$ cat src/rtl/fetch_ctrl_pkg.sv
// rtl/fetch_ctrl_pkg.sv - shared types and defaults for the fetch sequencing controller
package fetch_ctrl_pkg;

    typedef enum logic [2:0] {
        ST_BOOT,
        ST_RUN,
        ST_FLUSH,
        ST_HALT,
        ST_FAULT
    } fetch_state_t;

    localparam logic [31:0] NOP_INSTR = 32'h00000013;

    localparam int DEF_RESET_HOLD   = 2;
    localparam int DEF_FLUSH_CYCLES = 2;
    localparam int DEF_ADDR_MAX     = 1023;

endpackage

$ cat src/rtl/fetch_ctrl.sv
// rtl/fetch_ctrl.sv - PC/fetch sequencing: boot hold, redirect bubbles, stall replay, debug halt, address fault
module fetch_ctrl
    import fetch_ctrl_pkg::*;
#(
    parameter int RESET_HOLD   = DEF_RESET_HOLD,
    parameter int FLUSH_CYCLES = DEF_FLUSH_CYCLES,
    parameter int ADDR_MAX     = DEF_ADDR_MAX
) (
    input  logic        clk,
    input  logic        rst,
    input  logic [31:0] pc,
    input  logic [31:0] pc_nxt,
    input  logic        hazard_stall,
    input  logic        br_taken,
    input  logic [31:0] br_target,
    input  logic        halt_req,
    input  logic        step_req,
    output logic [31:0] in_pc,
    output logic [31:0] in_alu,
    output logic        sel_pc,
    output logic        stall,
    output logic        flush,
    output logic        halted,
    output logic        addr_fault
);

    localparam int CNT_MAX = (RESET_HOLD > FLUSH_CYCLES) ? RESET_HOLD : FLUSH_CYCLES;
    localparam int CNT_W   = (CNT_MAX < 2) ? 1 : $clog2(CNT_MAX);
    localparam logic [31:0] ADDR_LIMIT = 32'(ADDR_MAX);

    fetch_state_t state, state_nxt;
    logic [CNT_W-1:0] cnt, cnt_nxt;
    logic replay_q;
    logic step_pend, step_pend_nxt;
    logic fault_q, fault_nxt;
    logic halted_q;
    logic redirect;
    logic fault_hit;

    always_ff @(posedge clk) begin
        if (rst) begin
            state     <= ST_BOOT;
            cnt       <= CNT_W'(RESET_HOLD - 1);
            replay_q  <= 1'b1;
            step_pend <= 1'b0;
            fault_q   <= 1'b0;
            halted_q  <= 1'b0;
        end else begin
            state     <= state_nxt;
            cnt       <= cnt_nxt;
            replay_q  <= stall;
            step_pend <= step_pend_nxt;
            fault_q   <= fault_nxt;
            halted_q  <= (state_nxt == ST_HALT) || (state_nxt == ST_FAULT);
        end
    end

    always_comb begin
        state_nxt     = state;
        cnt_nxt       = cnt;
        step_pend_nxt = step_pend;
        fault_nxt     = fault_q;
        stall         = 1'b1;
        redirect      = 1'b0;
        fault_hit     = 1'b0;
        in_pc         = replay_q ? pc : pc_nxt;

        case (state)
            ST_BOOT: begin
                if (cnt == '0) state_nxt = ST_RUN;
                else           cnt_nxt   = cnt - CNT_W'(1);
            end
            ST_RUN: begin
                if (br_taken) begin
                    redirect = 1'b1;
                    if (FLUSH_CYCLES > 1) begin
                        cnt_nxt   = CNT_W'(FLUSH_CYCLES - 2);
                        state_nxt = ST_FLUSH;
                    end
                end else if (halt_req) begin
                    state_nxt = ST_HALT;
                end else if (!hazard_stall) begin
                    stall = 1'b0;
                end
            end
            ST_FLUSH: begin
                if (cnt == '0) state_nxt = ST_RUN;
                else           cnt_nxt   = cnt - CNT_W'(1);
            end
            ST_HALT: begin
                if (step_req) step_pend_nxt = 1'b1;
                if (br_taken) begin
                    redirect = 1'b1;
                end else if (!halt_req) begin
                    state_nxt     = ST_RUN;
                    step_pend_nxt = 1'b0;
                end else if (step_pend && !hazard_stall) begin
                    stall         = 1'b0;
                    step_pend_nxt = 1'b0;
                end
            end
            ST_FAULT: begin
            end
            default: state_nxt = ST_BOOT;
        endcase

        // An illegal fetch or redirect target is squashed and locks the block up until reset.
        if ((redirect && (br_target > ADDR_LIMIT)) || (!stall && (in_pc > ADDR_LIMIT))) begin
            fault_hit     = 1'b1;
            redirect      = 1'b0;
            stall         = 1'b1;
            fault_nxt     = 1'b1;
            step_pend_nxt = 1'b0;
            state_nxt     = ST_FAULT;
        end

        in_alu = br_target;
        sel_pc = redirect;
        flush  = redirect | fault_hit;

        if (rst) begin
            stall  = 1'b1;
            sel_pc = 1'b0;
            flush  = 1'b0;
            in_pc  = pc;
        end
    end

    assign halted     = halted_q & ~rst;
    assign addr_fault = fault_q & ~rst;

endmodule

$ cat config.mk
export PLATFORM = sky130hd
export DESIGN_NAME = fetch_ctrl
export DESIGN_NICKNAME = d
export VERILOG_FILES = /design/src/rtl/fetch_ctrl_pkg.sv /design/src/rtl/fetch_ctrl.sv
export SDC_FILE = /design/constraint.sdc
export NUM_CORES = 1
export LEC_CHECK = 0
export BUFFER_PORTS_ARGS = -buffer_cell sky130_fd_sc_hd__clkbuf_2
export CAP_MARGIN = 10
export CORE_AREA = 2 2 66 68
export CTS_BUF_LIST = sky130_fd_sc_hd__clkbuf_16
export DETAILED_ROUTE_END_ITERATION = 7
export DIE_AREA = 0 0 68 70
export PLACE_DENSITY = 0.92
export SYNTH_ARGS = -nofsm -noshare
export SYNTH_HDL_FRONTEND = slang
export SYNTH_SLANG_ARGS = --single-unit
$ cat constraint.sdc
create_clock -name clk -period 5 [get_ports clk]
set_clock_uncertainty 0.15 [all_clocks]
set_input_delay 0 -clock clk [delete_from_list [all_inputs] [get_ports clk]]
set_output_delay 0 -clock clk [all_outputs]
set_load 0.01 [all_outputs]
Word-level counts from Yosys, hierarchy flattened

Index checks and enable logic that the tools add are counted.

Bits in registers: 8
Output and inout bits: 69
Logic and storage cells: 64

Add/sub/neg operators: 1
Order comparisons: 2
Equal/unequal tests: 7
Mux-type cells: 31
Bitwise operators: 4
Reductions and logical operators: 13

Operator list:

| cell                                                                               | count |
|---|---|
| 32-bit by 10-bit greater-than comparator with 1-bit output (second input constant) | 2 |
| 32-bit 2-to-1 mux                                                                  | 2 |
| 1-bit 2-to-1 mux                                                                   | 20 |
| 3-bit 2-to-1 mux                                                                   | 6 |
| 3-bit one-hot mux with 4 select lines                                              | 1 |
| 3-bit by 2-bit == test with 1-bit output (second input constant)                   | 3 |
| 3-bit == test (second input constant)                                              | 2 |
| 2-bit OR reduction                                                                 | 3 |
| 1-bit one-hot mux with 2 select lines                                              | 2 |
| 3-bit by 1-bit == test with 1-bit output (second input constant)                   | 1 |
| 1-bit logical AND                                                                  | 3 |
| 3-bit logical NOT                                                                  | 1 |
| 1-bit AND                                                                          | 2 |
| 1-bit logical NOT                                                                  | 2 |
| 1-bit logical OR                                                                   | 2 |
| 2-bit != test (second input constant)                                              | 1 |
| 2-bit AND reduction                                                                | 1 |
| 2-bit nonzero test                                                                 | 1 |
| 1-bit inverter                                                                     | 1 |
| 1-bit bitwise OR                                                                   | 1 |
| 1-bit subtractor (second input constant)                                           | 1 |

Longest topological paths before layout

Word-level depth: 12
Mapped depth: 5
Mapped depth without buffers: 5

Worst setup path after synthesis

No wires, ideal clock.

Path kind: reg-to-reg
Start: reg replay_q
End: reg state[2]
Setup time: 140 ps
Data arrival time: 1464 ps
Path slack: 3245 ps
Stages on the path, launching flop included: 6
Buffers on the path: 0
Clock period less this slack: 1755 ps
Cell sequence: dfxtp_1 -> nand2b_1 -> or4_1 -> a221oi_2 -> or3_2 -> o311ai_0

Longest elaborated chain between the ends: 5

RTL lines:

| item                                                       | line              | RTL |
|---|---|---|
| start: declaration                                         | fetch_ctrl.sv:33  | `logic replay_q;` |
| start signal: assignment                                   | fetch_ctrl.sv:51  | `replay_q <= stall;` |
| 32-bit 2-to-1 mux                                          | fetch_ctrl.sv:66  | `in_pc = replay_q ? pc : pc_nxt;` |
| 32-bit by 10-bit greater-than comparator with 1-bit output | fetch_ctrl.sv:108 | `if ((redirect && (br_target > ADDR_LIMIT)) \|\| (!stall && (in_pc > ADDR_LIMIT))) begin` |
| 1-bit logical AND                                          | fetch_ctrl.sv:108 |  |
| 1-bit logical OR                                           | fetch_ctrl.sv:108 |  |
| 3-bit 2-to-1 mux                                           | fetch_ctrl.sv:108 |  |
| end signal: assignment                                     | fetch_ctrl.sv:49  | `state <= state_nxt;` |
| end: declaration                                           | fetch_ctrl.sv:31  | `fetch_state_t state, state_nxt;` |

No other way between the ends.
A chain may end at the register's enable or synchronous reset.

Final worst setup path

Start: reg replay_q
End: reg step_pend

Longest elaborated chain between the ends: 5

RTL lines:

| item                                                       | line              | RTL |
|---|---|---|
| 32-bit 2-to-1 mux                                          | fetch_ctrl.sv:66  |  |
| 32-bit by 10-bit greater-than comparator with 1-bit output | fetch_ctrl.sv:108 |  |
| 1-bit logical AND                                          | fetch_ctrl.sv:108 |  |
| 1-bit logical OR                                           | fetch_ctrl.sv:108 |  |
| 2-bit OR reduction (no source line)                        | n/a               |  |
| end signal: assignment                                     | fetch_ctrl.sv:52  | `step_pend <= step_pend_nxt;` |
| end: declaration                                           | fetch_ctrl.sv:34  | `logic step_pend, step_pend_nxt;` |

No other way between the ends.

==> results by group <==
Run status
  • Status: complete, no violations

Worst setup path
  • CP arrival: 2.52 ns
  • Crit path required time: 5.02 ns
  • Largest fanout on the critical path: 7
  • CP Class: flip-flop to flip-flop
  • CP startpoint kind: flip-flop
  • Worst Setup End Kind: flip-flop

Finish
  • # diodes: 0
  • Multi-input gate area: slightly below 800 um2
  • P&R area growth vs syn: 62.42%
  • Fill count: 411
  • Fraction of layout cells with a size suffix above 1: 0.7091
  • Register area: around 160 um2
  • Fin nets: 379
  • Post-Layout Cell Count: 327

Synth
  • Synth cell types: 31
  • Post-synth EDFFs: 0
  • Synth Warn #: 0
  • Mapped Area: about 1200 um2
  • Synth area leader: mux2_2
  • Mean area per synthesized cell: 8.347 um2
  • Synth top area share: 0.3049
  • Net count after synthesis: about 250
  • Syn Inst Count: ~150
  • Ys flop type: dfxtp_1
  • Seq/Total Area, Yosys: 0.1314
  • Asr flop ratio synth: 0
  • Flops & latches, synth: 8
  • Top cells by area, synth: mux2_2 30%, buf_4 20%, dfxtp_1 13%

Placement
  • IO buf count: 150
  • Post-DP HPWL: between 3000 and 4000 um
  • Placed cells: 312
  • Worst slack at placement: ~3.0 ns
  • RePlAce Congestion: slightly below 0.8

Worst hold path
  • Min-Delay Path Class: input pin to flip-flop

Routing
  • Drt drc: 0
  • Routed Wire Length: roughly 4500 um
  • Via count: roughly 1600
  • Post-DR vias/cell: 4.752
  • DRT antenna net count: 0
  • Met3 WL post-DR: 314 um
  • Top Metal Used: met4
  • Wire length per cell: 13.72 um
  • 1st-iter DRT viols: 24
  • First-pass iteration count of the detailed router: 4
  • WL met1: 1665 um
  • Met2 Wirelength: 2413 um

Power
  • Sequential share of power: 0.225
  • Switch share: 0.2859
  • Switch Pwr: 96.37 uW
  • Clock Power Share: 0.392
  • Worst vdd ir: about 110 uV
  • Internal power: 240.7 uW
  • Combinational share of power: 0.383
  • LEAKAGE: 1.005 nW
  • Power density over the cells: 170.3 nW/um2

STA
  • Slew @ Worst Pin: 0.3887 ns
  • Min Tclk post-route: between 2 and 3 ns
  • Final hold vios: 0
  • Part of the cycle the worst path needs: 0.5005
  • Pins over their slew limit: 0
  • Max frequency: 0.3996 GHz
  • Worst Slack Setup Final: 2.498 ns
  • Total negative slack: 0 ns
  • Relative slew margins: 0.7409
  • RSZ-0062 raised after global routing: false
  • Setup-failing EPs final: 0

Clock tree
  • Root buf cell: clkbuf_16
  • H-tree levels: 1
  • CTS-repair resized insts: 0
  • CTS buffer count: 3
  • Worst-path clk slew: ~0.040 ns
  • Clock tree buffer depth: 2
  • Clk_lat worst skew: 0.23 ns
  • Post CTS Setup Buffer Count: 0
  • Clock Sink Count: 8
  • Hold bufs inserted after CTS: 12
  • CTS tree: done

Global route
  • Largest net degree at the start of global routing: 33
  • Vias in the first global route: 1519
  • Tot GR Track Use: 0.1747
  • First-pass GRT wire length: 6555 um
  • GRT overflow: 0
  • Antenna violations before repair: 0

Floorplanning
  • # rows: 24
  • Die width: 68 um
  • Die area: 4760 um2
  • # IOs: 171
  • Core area: 4144 um2
  • Die Height: around 70 um
  • Initial Utilization: 0.2941

Run
  • Max_cap viols: 0
==> final cells by class <==
| cell class | instances | area share |
|---|---|---|
| multi-input combinational | 98 | 0.3989 |
| tap | 52 | 0.03287 |
| timing repair buffer | 163 | 0.4437 |
| clock buffer | 3 | 0.03793 |
| sequential | 8 | 0.08091 |
| inverter | 3 | 0.005689 |
==> cells in the final DEF, fill, tap and decap left out, types with 2 or more instances in the layout <==
cell type | synthesis | final
clkbuf_2 | 0 | 150
nor3_2 | 2 | 2
nor2b_1 | 3 | 3
mux2_2 | 33 | 33
a21oi_1 | 4 | 4
nand2b_1 | 3 | 3
clkbuf_16 | 0 | 3
nor2_1 | 10 | 9
dfxtp_1 | 8 | 8
or4_1 | 2 | 2
nand3_1 | 3 | 3
nor4_1 | 10 | 10
nor3_1 | 4 | 4
inv_1 | 3 | 3
nand2_1 | 4 | 4
o21ai_0 | 4 | 4
nand4_1 | 3 | 3
dlygate4sd3_1 | 0 | 12
==> worst paths after layout <==
path | slack (ns) | to | depth (start not counted) | startpoint
max | 2.50 | step_pend | 6 | replay_q
min | 0.02 | halted_q | 2 | rst
max reg2reg | 2.50 | step_pend | 6 | replay_q
min reg2reg | 0.38 | cnt | 2 | cnt
==> metrics by stage <==
stage	area, um2	util	power (mW)	hold WS [ns]
4_1_cts	1979	0.4777	0.3397	0.02040
5_1_grt	1979	0.4777	0.3587	0.02966
6_report	1979	0.4777	0.3371	0.01823
3_3_place_gp	1784	0.4306	0.1927	-0.1499
2_1_floorplan	1219	-	0.1449	-0.05823
3_5_place_dp	1784	0.4306	0.1954	-0.1499
==> critical path: stages, from the launching register on <==
cell and delay (ns):
dfxtp_1 0.44, nand2b_1 0.07, or4_1 0.43, a221oi_2 0.39
o221ai_2 0.21, nor3_2 0.20, dlygate4sd3_1 0.56
==> kinds of logic after synthesis <==
family,share of synthesized area
mux,0.3049
flops,0.1314
simple gates,0.2515
buf+inv,0.2228
compound gates,0.08933
==> per-layer routing <==
metal,track usage,up-vias
met2,0.3301,72
met3,0.03543,10
met1,0.1847,696
li1,-,776
met5,0,-
met4,0.05556,0
==> cell usage after synthesis, types with 2 or more instances <==
cell type	number
or4_1	2
o21ai_0	4
nand2b_1	3
nor2b_1	3
clkbuf_1	4
nor3_1	4
inv_1	3
nand3_1	3
dfxtp_1	8
nor2_1	10
mux2_2	33
buf_4	32
nand4_1	3
a21oi_1	4
nor4_1	10
nand2_1	4
nor3_2	2
==> flip-flops by register name (all words and copies together) (netlist names) <==
name	count
cnt	1
state	3
step_pend	1
fault_q	1
replay_q	1
halted_q	1
==> power groups by stage <==
| stage | registers, mW | logic (mW) | clock network (mW) |
|---|---|---|---|
| 2_1_floorplan | 0.0737 | 0.0712 | 0 |
| 3_3_place_gp | 0.0762 | 0.117 | 0 |
| 3_5_place_dp | 0.0765 | 0.119 | 0 |
| 4_1_cts | 0.0757 | 0.129 | 0.135 |
| 5_1_grt | 0.0769 | 0.141 | 0.140 |
| 6_report | 0.0759 | 0.129 | 0.132 |
Note: power is estimated with default switching activity, not from simulation.
